--- src/rtl/sync_fifo_ctrl.sv ---
// Single-clock FIFO controller with fill-level status flags, sticky error flags
// and a selectable standard or first-word-fall-through read port.
module sync_fifo_ctrl #(
    parameter int DATASIZE      = 8,
    parameter int ADDRSIZE      = 4,
    parameter int AFULL_THRESH  = 14,
    parameter int AEMPTY_THRESH = 2,
    parameter int FWFT          = 0
) (
    input  logic                clk,
    input  logic                rst,
    input  logic                winc,
    input  logic [DATASIZE-1:0] wdata,
    input  logic                rinc,
    input  logic                clr_err,
    output logic [DATASIZE-1:0] rdata,
    output logic                full,
    output logic                empty,
    output logic                almost_full,
    output logic                almost_empty,
    output logic [ADDRSIZE:0]   count,
    output logic                overflow,
    output logic                underflow
);

    localparam int DEPTH = 1 << ADDRSIZE;
    localparam logic [ADDRSIZE:0] DEPTH_C  = DEPTH[ADDRSIZE:0];
    localparam logic [ADDRSIZE:0] AFULL_C  = AFULL_THRESH[ADDRSIZE:0];
    localparam logic [ADDRSIZE:0] AEMPTY_C = AEMPTY_THRESH[ADDRSIZE:0];

    logic [DATASIZE-1:0] mem [DEPTH];
    logic [ADDRSIZE-1:0] wptr;
    logic [ADDRSIZE-1:0] rptr;
    logic                wr_ok;
    logic                rd_ok;

    assign empty        = (count == '0);
    assign full         = (count == DEPTH_C);
    assign almost_full  = (count >= AFULL_C);
    assign almost_empty = (count <= AEMPTY_C);

    assign wr_ok = winc & ~full;
    assign rd_ok = rinc & ~empty;

    // Storage is intentionally unreset; pointers make stale words unreachable.
    always_ff @(posedge clk) begin
        if (wr_ok && !rst) begin
            mem[wptr] <= wdata;
        end
    end

    always_ff @(posedge clk or posedge rst) begin
        if (rst) begin
            wptr  <= '0;
            rptr  <= '0;
            count <= '0;
        end else begin
            if (wr_ok) begin
                wptr <= wptr + 1'b1;
            end
            if (rd_ok) begin
                rptr <= rptr + 1'b1;
            end
            if (wr_ok && !rd_ok) begin
                count <= count + 1'b1;
            end else if (rd_ok && !wr_ok) begin
                count <= count - 1'b1;
            end
        end
    end

    // Error set takes priority over a simultaneous clear.
    always_ff @(posedge clk or posedge rst) begin
        if (rst) begin
            overflow  <= 1'b0;
            underflow <= 1'b0;
        end else begin
            if (winc && full) begin
                overflow <= 1'b1;
            end else if (clr_err) begin
                overflow <= 1'b0;
            end
            if (rinc && empty) begin
                underflow <= 1'b1;
            end else if (clr_err) begin
                underflow <= 1'b0;
            end
        end
    end

    generate
        if (FWFT != 0) begin : g_fwft
            logic [DATASIZE-1:0] hold_q;

            // hold_q remembers the last word shown so rdata stays stable while empty.
            always_ff @(posedge clk or posedge rst) begin
                if (rst) begin
                    hold_q <= '0;
                end else if (!empty) begin
                    hold_q <= mem[rptr];
                end
            end

            assign rdata = empty ? hold_q : mem[rptr];
        end else begin : g_std
            logic [DATASIZE-1:0] rdata_q;

            always_ff @(posedge clk or posedge rst) begin
                if (rst) begin
                    rdata_q <= '0;
                end else if (rd_ok) begin
                    rdata_q <= mem[rptr];
                end
            end

            assign rdata = rdata_q;
        end
    endgenerate

endmodule

--- config.mk ---
export PLATFORM = sky130hd
export DESIGN_NAME = sync_fifo_ctrl
export DESIGN_NICKNAME = d
export VERILOG_FILES = /design/src/rtl/sync_fifo_ctrl.sv
export SDC_FILE = /design/constraint.sdc
export NUM_CORES = 1
export LEC_CHECK = 0
export CORE_MARGIN = 5
export CORE_UTILIZATION = 53
export DETAILED_ROUTE_END_ITERATION = 10
export PLACE_DENSITY = 0.81
export SKIP_LAST_GASP = 1
export SLEW_MARGIN = 20
export SYNTH_ARGS = -nofsm -noshare
export SYNTH_HDL_FRONTEND = slang
export SYNTH_SLANG_ARGS = --single-unit
export TNS_END_PERCENT = 100
--- constraint.sdc ---
create_clock -name clk -period 2.4 [get_ports clk]
set_input_delay 0.24 -clock clk [delete_from_list [all_inputs] [get_ports clk]]
set_output_delay 0.24 -clock clk [all_outputs]
set_load 0.03 [all_outputs]
==> results of run 1 <==
## what timing repair did
item,4_1_cts,5_1_grt
hold endpoints to repair,0,0
setup buffers,4,0
pin swaps,6,4
resized for setup,1,4
endpoints found under the setup margin,3,4
hold buffers,0,0
## worst max path at each step
stage             start        to  slack [ns]
3_5_place_dp   count[3]  count[4]       -0.14
4_1_cts        count[3]  count[4]       -0.08
2_1_floorplan  count[3]  count[4]       -0.30
5_1_grt        count[3]  count[4]       -0.14
3_3_place_gp   count[3]  count[4]       -0.05
6_report       count[3]  count[4]       -0.07
## worst register-to-register path, cell delays in order (launching register included)
cell	delay [ns]
dfrtp_2	0.40
or3_4	0.39
o31a_4	0.31
clkinv_4	0.06
ha_4	0.13
inv_4	0.04
fa_2	0.35
a21o_1	0.18
a21oi_2	0.13
mux2i_1	0.25
xnor2_1	0.14
## per-stage QoR
| stage | setup WS (ns) | utilization [%] |
|---|---|---|
| 3_3_place_gp | -0.04917 | 59.77 |
| 4_1_cts | -0.08400 | 64.85 |
| 6_report | -0.06684 | 65.01 |
| 2_1_floorplan | -0.2985 | - |
| 5_1_grt | -0.1383 | 65.01 |
| 3_5_place_dp | -0.1387 | 59.77 |
## power by group through the flow
stage,sequential [mW],clock (mW),combinational (mW)
2_1_floorplan,3.65,0,1.78
3_3_place_gp,3.45,0,2.78
3_5_place_dp,3.47,0,2.88
4_1_cts,3.42,2.49,2.93
5_1_grt,3.47,2.61,3.15
6_report,3.41,2.46,2.92
## kinds of logic (layout without fill, tap and decap cells)
family	after synthesis	in the layout	synth area share, %
buffers and inverters	19	110	2.164
AOI/OAI and AO/OA	27	27	3.442
adders and majority gates	10	10	2.185
xor gates and xnor gates	10	10	1.443
DFF	151	151	72.79
and+or+nand+nor	50	50	3.607
muxes	47	47	14.37
## flip-flops by register name, summed over array words and instances (netlist names)
| name | cells |
|---|---|
| count | 5 |
| mem | 128 |
| overflow | 1 |
| rdata | 8 |
| rptr | 4 |
| underflow | 1 |
| wptr | 4 |
## metal layers
metal / global-route usage, % / vias to the layer above / share of wire (%)
li1: - / 1403 / -
met1: 24.83 / 1595 / 41
met2: 31.93 / 101 / 52
met4: 5.352 / 0 / 1.1
met3: 4.422 / 10 / 5.8
met5: 0 / - / 0
## synth_stat cells, drive strengths merged
cell type and instances:
a21oi 3, ha 9, a31oi 1, a211oi 3, nand4 2, a31o 1
o221ai 5, and3 1, o31a 1, a21o 5, mux2i 14, fa 1
buf 11, a22o 2, inv 7, nor3 1, nand2 18, o22ai 3
mux2 1, edfxtp 128, mux4 32, o21ai 3, nand2b 2, dfrtp 23
or3 2, clkbuf 1, or2 1, nor2 21, xnor2 9, nand3 1
nand3b 1, xor2 1
## area by class of cell
type	instances	area share, %
Inverter	7	0.4590
Clock inverter	10	1.445
Tap cell	143	2.431
Sequential cell	151	60.10
Clock buffer	21	5.984
Timing Repair Buffer	72	8.449
Multi-Input combinational cell	144	21.13
==> metrics.md, run 1 <==
| Metric | Value |
|---|---|
| Power density over the cells | `approximately 1200 nW/um2` |
| Synth unique cells | `37` |
| Layout Skew | `between 0.008 and 0.009 ns` |
| Placed Instances | `about 500` |
| R2R Path Start | `count[3]` |
| WP buf/inv | `2` |
| Crit path time final | `roughly 2.5 ns` |
| Startpoint types | `flip-flop` |
| Die Wd | `117.0 um` |
| FMAX | `a little over 400 MHz` |
| Hold slack | `between 0.2 and 0.3 ns` |
| Ranking of synthesized cells by area | `edfxtp_1 (63%), mux4_2 (12%), dfrtp_1 (9.5%)` |
| Crit path cell chain | `or3_4 -> o31a_4 -> clkinv_4 -> ha_4 -> inv_4 -> fa_2 -> a21o_1 -> a21oi_2 -> mux2i_1 -> xnor2_1` |
| Rows | `39` |
| Lkg Pwr | `roughly 2.6 nW` |
| Core Box Area | `roughly 11,000 um2` |
| Routed Antenna Nets | `0` |
| Clock H-tree levels | `4` |
| Largest net degree at the start of global routing | `34` |
| Gr ovfl total | `0` |
| Clock sink count | `between 150 and 200` |
| Worst-path clk slew | `approximately 0.060 ns` |
| Avg WL per Cell | `~22 um` |
| Vias post-DR | `a little over 3,000` |
| Clk Latency, worst-skew pair | `approximately 0.41 ns` |
| Clock share of power | `approximately 28%` |
| Power Internal | `6.102 mW` |
| Register area | `around 4400 um2` |
| Tcrit/Tclk final | `102.8%` |
| RSZ-0062 raised after global routing | `yes` |
| Layout area overhead | `21.23%` |
| Max stage delay on crit path | `around 0.40 ns` |
| Max-Cap Viols | `0` |
| Data arrival, critical path | `about 2.8 ns` |
| Buffers on Ports | `31` |
| Final RePlAce weighted congestion | `0.7731` |
| Die Y | `~120 um` |
| Most frequent cells in the layout | `edfxtp_1 (128), buf_4 (41), mux4_2 (32), clkdlybuf4s50_1 (28), nor2_1 (21)` |
| Filler cell count | `approximately 760` |
| Number of global-route vias before repair | `roughly 3,300` |
| Worst path slowest cell | `dfrtp_2` |
| Avg Inst Size Synth | `between 15 and 20 um2` |
| Fin area | `roughly 7400 um2` |
| Share of cells above drive strength 1 | `27.90%` |
| DIE AREA | `13,690 um2` |
| Clk buf depth | `2` |
| Gr usage total | `18.89%` |
| Leading area contributor after synthesis | `edfxtp_1` |
| Most common cell after layout, fill and taps aside | `edfxtp_1` |
| Status | `finished with violations` |
| Peak supply drop | `between 0.9 and 1 mV` |
| Setup tns final | `-0.06684 ns` |
| Netlist Area Pre-Place | `6071 um2` |
| Reg-to-reg endpoint | `count[4]` |
| Worst slew margin | `52.34%` |
| Required time of the critical path | `roughly 2.7 ns` |
| Yosys top cell area share | `between 60% and 70%` |
| Total CTS buffers | `17` |
| Sw Ratio | `a little under a third` |
| Ports | `32` |
| Multi-input logic area | `between 1500 and 2000 um2` |
| Seq pwr share | `around 39%` |
| CTS tree | `yes` |
| Starting Density | `53.63%` |
| Residual DRC | `0` |
| Placed cell areas | `6766 um2` |
| Total Wirelength | `between 10,000 and 15,000 um` |
| Cell count along the critical path | `10` |
| Final std cells w/o fill | `548` |
| Warnings, synthesis | `0` |
| Seq cells post-synth | `151` |
| Worst slew pin tran | `slightly above 0.7 ns` |
| Violated checks | `setup timing` |
| Flop2flop setup slack | `-0.07 ns` |
| Seq/Total Area, Yosys | `72.79%` |
| Final worst setup slack | `-0.06684 ns` |
| First-pass GRT wire length | `18,460 um` |
| Syn Nets | `roughly 340` |
| Final slew viol count | `0` |
| Nets | `between 400 and 500` |
| Iteration-0 DRC Markers | `roughly 280` |
| Number of vias per cell | `around 5.7` |
| Diode count | `0` |
| Worst r2r path cells | `10` |
| Router iterations before antenna repair | `4` |
| Worst Setup End Kind | `flip-flop` |
| HPWL after detailed placement | `approximately 8000 um` |
| Post-Synthesis Cells | `approximately 310` |
| Min-delay worst type | `in2async` |
| Combinational power share | `33.2%` |
| Final Hold Fails | `0` |
| Clock root buffer | `clkbuf_16` |
| CP top delay family | `compound AO/OA/AOI/OAI gates` |
| Switching power | `2.687 mW` |
| Final setup fails | `1` |
| Setup CP Type | `reg2reg` |
| Tot Pwr | `8.789 mW` |
| Initial antenna violation count | `0` |
| Critical path fanouts, max | `3` |
Power figures use the tool's default switching activity.
==> run 2: changes to the inputs <==
--- a/config.mk
+++ b/config.mk
@@ -5,7 +5,6 @@
 export SDC_FILE = /design/constraint.sdc
 export NUM_CORES = 1
 export LEC_CHECK = 0
-export CORE_MARGIN = 5
 export CORE_UTILIZATION = 53
 export DETAILED_ROUTE_END_ITERATION = 10
 export PLACE_DENSITY = 0.81
==> metrics.md, run 2 (synthesis results as in run 1) <==
| Metric | Value |
|---|---|
| Gr ovfl total | `0` |
| Buffers on Ports | `31` |
| RSZ-0062 raised after global routing | `yes` |
| Gr usage total | `around 23%` |
| Reg-to-reg endpoint | `count[4]` |
| Final slew viol count | `0` |
| Largest net degree at the start of global routing | `34` |
| R2R Path Start | `count[4]` |
| Tcrit/Tclk final | `100.7%` |
| Nets | `~420` |
| Register area | `4423 um2` |
| Final RePlAce weighted congestion | `~0.86` |
| Clock root buffer | `clkbuf_16` |
| Iteration-0 DRC Markers | `approximately 260` |
| Crit path time final | `about 2.4 ns` |
| Max stage delay on crit path | `about 0.40 ns` |
| Most frequent cells in the layout | `edfxtp_1 (128), buf_4 (44), mux4_2 (32), clkdlybuf4s50_1 (29), nor2_1 (21)` |
| Die Wd | `around 110 um` |
| Peak supply drop | `0.8574 mV` |
| Layout Skew | `0.006129 ns` |
| Total Wirelength | `between 10,000 and 15,000 um` |
| Setup tns final | `-0.01683 ns` |
| Initial antenna violation count | `0` |
| Ports | `32` |
| Fin area | `around 7500 um2` |
| Final worst setup slack | `-0.01683 ns` |
| CTS tree | `yes` |
| Final setup fails | `1` |
| Required time of the critical path | `2.72 ns` |
| Most common cell after layout, fill and taps aside | `edfxtp_1` |
| Router iterations before antenna repair | `4` |
| Diode count | `0` |
| Critical path fanouts, max | `3` |
| Final Hold Fails | `0` |
| Hold slack | `about 0.16 ns` |
| Data arrival, critical path | `around 2.7 ns` |
| Clock sink count | `roughly 150` |
| Violated checks | `setup timing` |
| Die Y | `109.0 um` |
| Placed cell areas | `6810 um2` |
| Total CTS buffers | `17` |
| FMAX | `a little over 400 MHz` |
| Worst Setup End Kind | `flip-flop` |
| Share of cells above drive strength 1 | `29.68%` |
| Clock H-tree levels | `4` |
| Worst r2r path cells | `10` |
| Clk buf depth | `2` |
| Routed Antenna Nets | `0` |
| Layout area overhead | `23.64%` |
| Worst-path clk slew | `0.06 ns` |
| Lkg Pwr | `roughly 2.7 nW` |
| DIE AREA | `11,890 um2` |
| Flop2flop setup slack | `-0.02 ns` |
| Cts hold-fix bufs | `0` |
| Starting Density | `between 50% and 60%` |
| Startpoint types | `flip-flop` |
| Max FFs per register | `about 130` |
| Vias post-DR | `around 3,200` |
| Min-delay worst type | `in2async` |
| Core Box Area | `approximately 11,000 um2` |
| Worst slew pin tran | `~0.7 ns` |
| Filler cell count | `just under 700` |
| Largest register by flop count | `mem` |
| Number of global-route vias before repair | `about 3,400` |
| Clk Latency, worst-skew pair | `0.41 ns` |
| Multi-input logic area | `roughly 1600 um2` |
| Crit path cell chain | `or3_4 -> o31a_4 -> clkinv_4 -> ha_4 -> inv_4 -> fa_2 -> a21o_1 -> a21oi_2 -> mux2i_1 -> xnor2_1` |
| Worst path slowest cell | `dfrtp_2` |
| Worst slew margin | `roughly 53%` |
| Avg WL per Cell | `roughly 21 um` |
| Power density over the cells | `between 1000 and 1500 nW/um2` |
| HPWL after detailed placement | `7562 um` |
| Status | `finished with violations` |
| Residual DRC | `0` |
| First-pass GRT wire length | `18,460 um` |
| Max-Cap Viols | `0` |
| Rows | `38` |
| Setup CP Type | `reg2reg` |
| Number of vias per cell | `5.773` |
==> run 2: changes by cell type in the layout (fill, tap and decap cells not counted), moves of 2 or more <==
cell and change:
clkbuf_1 -2, bufinv_16 +3, buf_12 +2, clkinvlp_4 -2, clkinv_4 +3, buf_4 +3
==> run 2: repair_timing <==
item | CTS | global route
gates resized for setup | 2 | 2
setup endpoints to repair | 3 | 3
buffers inserted | 4 | 2
pin swaps | 7 | 3
==> run 2: power breakdown <==
group | internal [mW] | switching [mW]
sequential | 3.17 | 0.288
combinational | 1.50 | 1.45
clock | 1.84 | 0.989
total | 6.51 | 2.73
==> run 2: layout make-up <==
class / instances / area share, %
Clock buffer: 19 / 5.768
Clock inverter: 13 / 2.717
Inverter: 7 / 0.4501
Multi-Input combinational cell: 144 / 20.72
Sequential cell: 151 / 58.93
Tap cell: 140 / 2.334
Timing Repair Buffer: 77 / 9.085
==> run 2: worst max path at each step <==
stage          startpoint        to  depth (start not counted)
2_1_floorplan    count[3]  count[4]                         11
3_3_place_gp     count[3]  count[4]                         10
3_5_place_dp     count[3]  count[4]                         10
4_1_cts          count[4]  count[4]                         10
5_1_grt          count[4]  count[4]                         10
6_report         count[4]  count[4]                         10
==> run 2: worst max-delay path: cells and delay by family (launching register included) <==
family / cells / cell delay [ns]
AO/OA/AOI/OAI: 3 / 0.59
adder cells (fa/ha/maj): 2 / 0.47
flip-flops: 1 / 0.40
AND/OR/NAND/NOR: 1 / 0.39
multiplexers: 1 / 0.22
XOR/XNOR: 1 / 0.15
buffers and inverters: 2 / 0.10
==> run 2: through the flow <==
step / utilization (%) / power [mW] / std cells / setup WS [ns]
floorplan: - / 5.426 / 314 / -0.2985
global placement: 62.01 / 6.279 / 513 / -0.05234
detailed placement: 62.01 / 6.385 / 513 / -0.1158
CTS: 68.18 / 9.287 / 549 / -0.03866
global route: 68.34 / 9.649 / 551 / -0.1197
finish: 68.34 / 9.237 / 551 / -0.01683
==> run 2: per-layer routing <==
metal  track usage, %  vias to the layer above  part of all wire, %
met5                0                        -                    0
met1            26.58                     1627                   38
met4            9.459                        0                  1.8
met3            5.798                       15                  6.0
li1                 -                     1420                    -
met2            39.08                      119                   55
